==> config.mk <==
export PLATFORM = sky130hd
export DESIGN_NAME = fifo_arb_ctrl
export DESIGN_NICKNAME = d
export VERILOG_FILES = /design/src/rtl/fifo_arb_ctrl.sv
export SDC_FILE = /design/constraint.sdc
export NUM_CORES = 1
export LEC_CHECK = 0
export ABC_CLOCK_PERIOD_IN_PS = 4100
export CAP_MARGIN = 10
export CORE_ASPECT_RATIO = 0.8
export CORE_MARGIN = 1.5
export CORE_UTILIZATION = 44
export DETAILED_ROUTE_END_ITERATION = 12
export PLACE_DENSITY = 0.84
export SKIP_CTS_REPAIR_TIMING = 1
export SKIP_LAST_GASP = 1
export SYNTH_ARGS = -nofsm -noshare
export SYNTH_HDL_FRONTEND = slang
export SYNTH_SLANG_ARGS = --single-unit
==> constraint.sdc <==
create_clock -name clk -period 4.1 [get_ports clk]
set_input_delay 0.615 -clock clk [delete_from_list [all_inputs] [get_ports clk]]
set_output_delay 0.615 -clock clk [all_outputs]
set_load 0.05 [all_outputs]
==> src/rtl/fifo_arb_ctrl.sv <==
// Round-robin write arbiter and pointer/count controller for a shared
// circular buffer with external storage and a single registered consumer.
module fifo_arb_ctrl #(
    parameter int NUM_REQ = 3,
    parameter int DATA_W  = 4,
    parameter int DEPTH   = 10,
    parameter int AW      = 4
) (
    input  logic                      clk,
    input  logic                      reset,
    input  logic [NUM_REQ-1:0]        req,
    input  logic [NUM_REQ*DATA_W-1:0] req_data,
    output logic [NUM_REQ-1:0]        grant,
    input  logic                      cons_req,
    output logic                      cons_valid,
    output logic [DATA_W-1:0]         cons_data,
    output logic                      mem_we,
    output logic [AW-1:0]             mem_waddr,
    output logic [DATA_W-1:0]         mem_wdata,
    output logic [AW-1:0]             mem_raddr,
    input  logic [DATA_W-1:0]         mem_rdata,
    output logic                      full,
    output logic                      empty,
    output logic [AW-1:0]             count
);

    localparam int IW = (NUM_REQ > 1) ? $clog2(NUM_REQ) : 1;

    logic [AW-1:0] wptr;
    logic [AW-1:0] rptr;
    logic [IW-1:0] last_gnt;
    logic [IW-1:0] winner;
    logic [IW-1:0] cand;
    logic          any_gnt;
    logic          pop;

    function automatic logic [AW-1:0] wrap_inc(input logic [AW-1:0] p);
        return (p == AW'(DEPTH - 1)) ? '0 : p + 1'b1;
    endfunction

    assign full  = (count == AW'(DEPTH));
    assign empty = (count == '0);
    assign pop   = cons_req && !empty;

    // Search starts one past the last winner so every requester is reached.
    always_comb begin
        grant   = '0;
        winner  = last_gnt;
        cand    = last_gnt;
        any_gnt = 1'b0;
        if (!reset && !full) begin
            for (int k = 1; k <= NUM_REQ; k++) begin
                cand = IW'((int'(last_gnt) + k) % NUM_REQ);
                if (!any_gnt && req[cand]) begin
                    any_gnt = 1'b1;
                    winner  = cand;
                end
            end
        end
        if (any_gnt) begin
            grant[winner] = 1'b1;
        end
    end

    assign mem_we    = any_gnt;
    assign mem_waddr = wptr;
    assign mem_wdata = req_data[int'(winner)*DATA_W +: DATA_W];
    assign mem_raddr = rptr;

    always_ff @(posedge clk) begin
        if (reset) begin
            wptr       <= '0;
            rptr       <= '0;
            count      <= '0;
            last_gnt   <= IW'(NUM_REQ - 1);
            cons_valid <= 1'b0;
            cons_data  <= '0;
        end else begin
            if (any_gnt) begin
                wptr     <= wrap_inc(wptr);
                last_gnt <= winner;
            end
            if (pop) begin
                rptr <= wrap_inc(rptr);
            end
            case ({any_gnt, pop})
                2'b10:   count <= count + 1'b1;
                2'b01:   count <= count - 1'b1;
                default: count <= count;
            endcase
            // Underflow clears the data word; an idle cycle keeps it.
            if (cons_req) begin
                cons_valid <= !empty;
                cons_data  <= empty ? '0 : mem_rdata;
            end else begin
                cons_valid <= 1'b0;
            end
        end
    end

    always_ff @(posedge clk) begin
        if (!reset) begin
            assert (count <= AW'(DEPTH));
            assert ($onehot0(grant));
            assert (!(full && (|grant)));
        end
    end

endmodule

==> impl_metrics.yaml <==
layout:
  syn_to_final_growth_pct: 43.3
  diodes: 0
  drive_gt1_share_pct: 10.2
  final_util_pct: 67.0
  nFillCells: 250
  nets: 235
worst_setup_path:
  arrival_ns: 3.09
  critPathRequiredTime_ns: 3.48
  reg2reg_from: "last_gnt[1]$_SDFFE_PP1P_"
  cp_max_fo: 10
  cp-end-kind: "output port"
  reg2reg_to: "count[3]$_SDFFE_PP0P_"
  rrSetupSlack_ns: 0.81
  startpoint_type: "input pin"
  reg2reg_depth: 12
  criticalPathCategory: "input pin to output port"
clock_tree:
  clock-sinks: 19
  clock_latency_ns: 0.26
  cts_made_buffers: 3
  htree_levels: 1
  cts.reportedPaths.clkPinSlew_ns: 0.07
  root_buffer: "clkbuf_8"
  cts_buffer_depth: 2
  cts_tree: "built"
synth:
  yosys-top-cells-count: "dfxtp_1 (19), nor2_1 (17), a21oi_1 (15), inv_1 (12), o21ai_0 (11)"
  syn_inst: 163
  synth_cell_types: 43
  synth_most_common_cell: "dfxtp_1"
  syn_avg_cell_area_um2: 8.05
  ys_warn_count: 0
  syn_nets: 191
  yosys_register_bits: 19
  synthTopCellsByArea: "dfxtp_1 (29%), a21oi_1 (5.7%), nor2_1 (4.9%)"
  netlist_area_mm2: 0.00131
  async_flop_share_pct: 0
  synth_edf_count: 0
  synthFlopType: "dfxtp_1"
  yosys.area.top_type_share_pct: 29.0
  synth_top_area_cell: "dfxtp_1"
  synth-seq-area-share_pct: 29.0
timing:
  drv_slew: 0
  rsz0062_at_grt: "no"
  period_minus_slack_ns: 3.70
  setup_violations: 0
  fmax_mhz: 270
  tightest_slew_ns: 0.522
  fin_skew_ns: 0.00670
  hold_viol: 0
  final.setup.tns_ns: 0
  max_slew_margin_pct: 65.1
  period_share_pct: 90.3
  hold_slack_ns: 0.480
global_route:
  grt_start_max_net_pins: 21
  grt_usage_pct: 21.2
  grt_remaining_overflow: 0
  antenna_found_initial: 0
  grt_pass1_vias: 1288
  grt_pass1_wl_mm: 5.50
die:
  core_area_mm2: 0.00281
  die_h_um: 51.9
  fp.dieArea_mm2: 0.00332
  ios: 49
  die-width_um: 64.1
  rows: 17
  initial_core_util_pct: 46.7
worst_hold_path:
  hp-start: "cons_data[1]$_SDFFE_PP0P_"
  min_path_cells: 2
  hold_class: "flop to flop"
  whs_endpoint: "cons_data[1]$_SDFFE_PP0P_"
power_and_ir_drop:
  sequentialPowerShare_pct: 20.1
  powerDensity_mw_per_mm2: 745
  power_leakage_nw: 0.735
  p_switching_mw: 0.725
  power_switching_share_pct: 51.7
  pwr-share-clk_pct: 9.3
  ir_drop_mv: 0.551
  power_frac_comb_pct: 70.6
  p_int_mw: 0.676
  p_total_mw: 1.40
detailed_routing:
  ant_nets: 0
  drtIter0Drc: 81
  post_drt_wl_per_cell_um: 13.2
  drc: 0
  routed_wl_mm: 3.23
  drtPass1Iterations: 4
  routed_via_density: 5.48
  num_vias: 1337
placed_design:
  portBuffers: 48
  gp_congestion: 0.908
  post-dp-hpwl_mm: 2.45
outcome:
  status: "finished, final reports clean"
run:
  max_cap_violations: 0
==> layout by cell type (no fill, tap or decap), types with 2 or more instances in the layout <==
master / netlist / layout
nand2_1: 5 / 5
clkbuf_8: 0 / 3
o21ai_0: 11 / 11
nor3_1: 2 / 2
a21oi_1: 15 / 15
dfxtp_1: 19 / 19
buf_4: 2 / 3
nand3_1: 8 / 8
o22ai_1: 4 / 4
xor2_1: 5 / 5
or3_1: 2 / 2
nor2_1: 17 / 17
a31oi_1: 2 / 2
nand2b_1: 6 / 6
nor2b_1: 7 / 7
nand3b_1: 2 / 2
a311oi_2: 2 / 2
clkdlybuf4s50_1: 0 / 42
a21o_1: 3 / 3
ha_1: 5 / 5
xnor2_1: 2 / 2
buf_12: 0 / 4
mux2i_1: 4 / 4
inv_1: 12 / 12
==> state kept, by name, summed over array words and instances (netlist names) <==
signal      count
count           4
mem_waddr       4
cons_data       4
last_gnt        2
cons_valid      1
mem_raddr       4
==> power groups by stage <==
stage | Combinational, mW | Clock [mW] | Sequential, mW
floorplan | 0.565 | 0 | 0.399
global placement | 0.976 | 0 | 0.280
detailed placement | 0.986 | 0 | 0.285
CTS | 0.992 | 0.134 | 0.280
global route | 1.06 | 0.143 | 0.289
finish | 0.989 | 0.131 | 0.281
==> layout make-up <==
cell class	instances	area [um2]	share of cell area, %
clock buffers	3	41.3	2.20
clock inverters	1	5.00	0.266
inverters	13	48.8	2.59
multi-input cells	121	835	44.4
flip-flops and latches	19	380	20.2
well taps	38	47.5	2.53
repair buffers	49	523	27.8
==> layer usage <==
metal | wire length [um] | up-vias | share of wire, % | track usage, %
met4 | 55 | 0 | 1.7 | 9.06
met3 | 157 | 6 | 4.9 | 4.11
met2 | 1640 | 53 | 51 | 38.5
li1 | - | 650 | - | -
met5 | 0 | - | 0 | 0
met1 | 1380 | 628 | 43 | 24.6
==> metrics by stage <==
stage	area [um2]	std cells	worst slack (ns)
2_1_floorplan	1310	163	0.437
3_3_place_gp	1830	240	0.463
3_5_place_dp	1830	240	0.341
4_1_cts	1880	244	0.439
5_1_grt	1880	244	0.188
6_report	1880	244	0.398
==> worst max-delay path, stage by stage <==
cell and delay (ns):
clkdlybuf4s50_1 0.67, nor2_1 0.14, maj3_2 0.35, a211oi_4 0.41, clkdlybuf4s50_1 0.90
==> kinds of logic after synthesis <==
group                    count (synthesis)  share of synthesized area, %
AND/OR/NAND/NOR                         59                          26.3
AO/OA/AOI/OAI                           44                          22.4
buffers and inverters                   23                          7.43
flip-flops                              19                          29.0
XOR/XNOR                                 7                          4.67
adder cells (fa/ha/maj)                  7                          7.15
multiplexers                             4                          3.05
==> how the worst max path moves through the flow <==
stage / from / end / slack (ns) / cells past startpoint
6_report: req[2] / mem_we / 0.40 / 5
5_1_grt: last_gnt[1]$_SDFFE_PP1P_ / grant[0] / 0.19 / 8
4_1_cts: req[2] / mem_we / 0.44 / 5
3_5_place_dp: req[2] / count[3]$_SDFFE_PP0P_ / 0.34 / 12
3_3_place_gp: req[2] / count[3]$_SDFFE_PP0P_ / 0.46 / 12
2_1_floorplan: count[1]$_SDFFE_PP0P_ / mem_wdata[0] / 0.44 / 6
(Power assumes the default switching activity.)
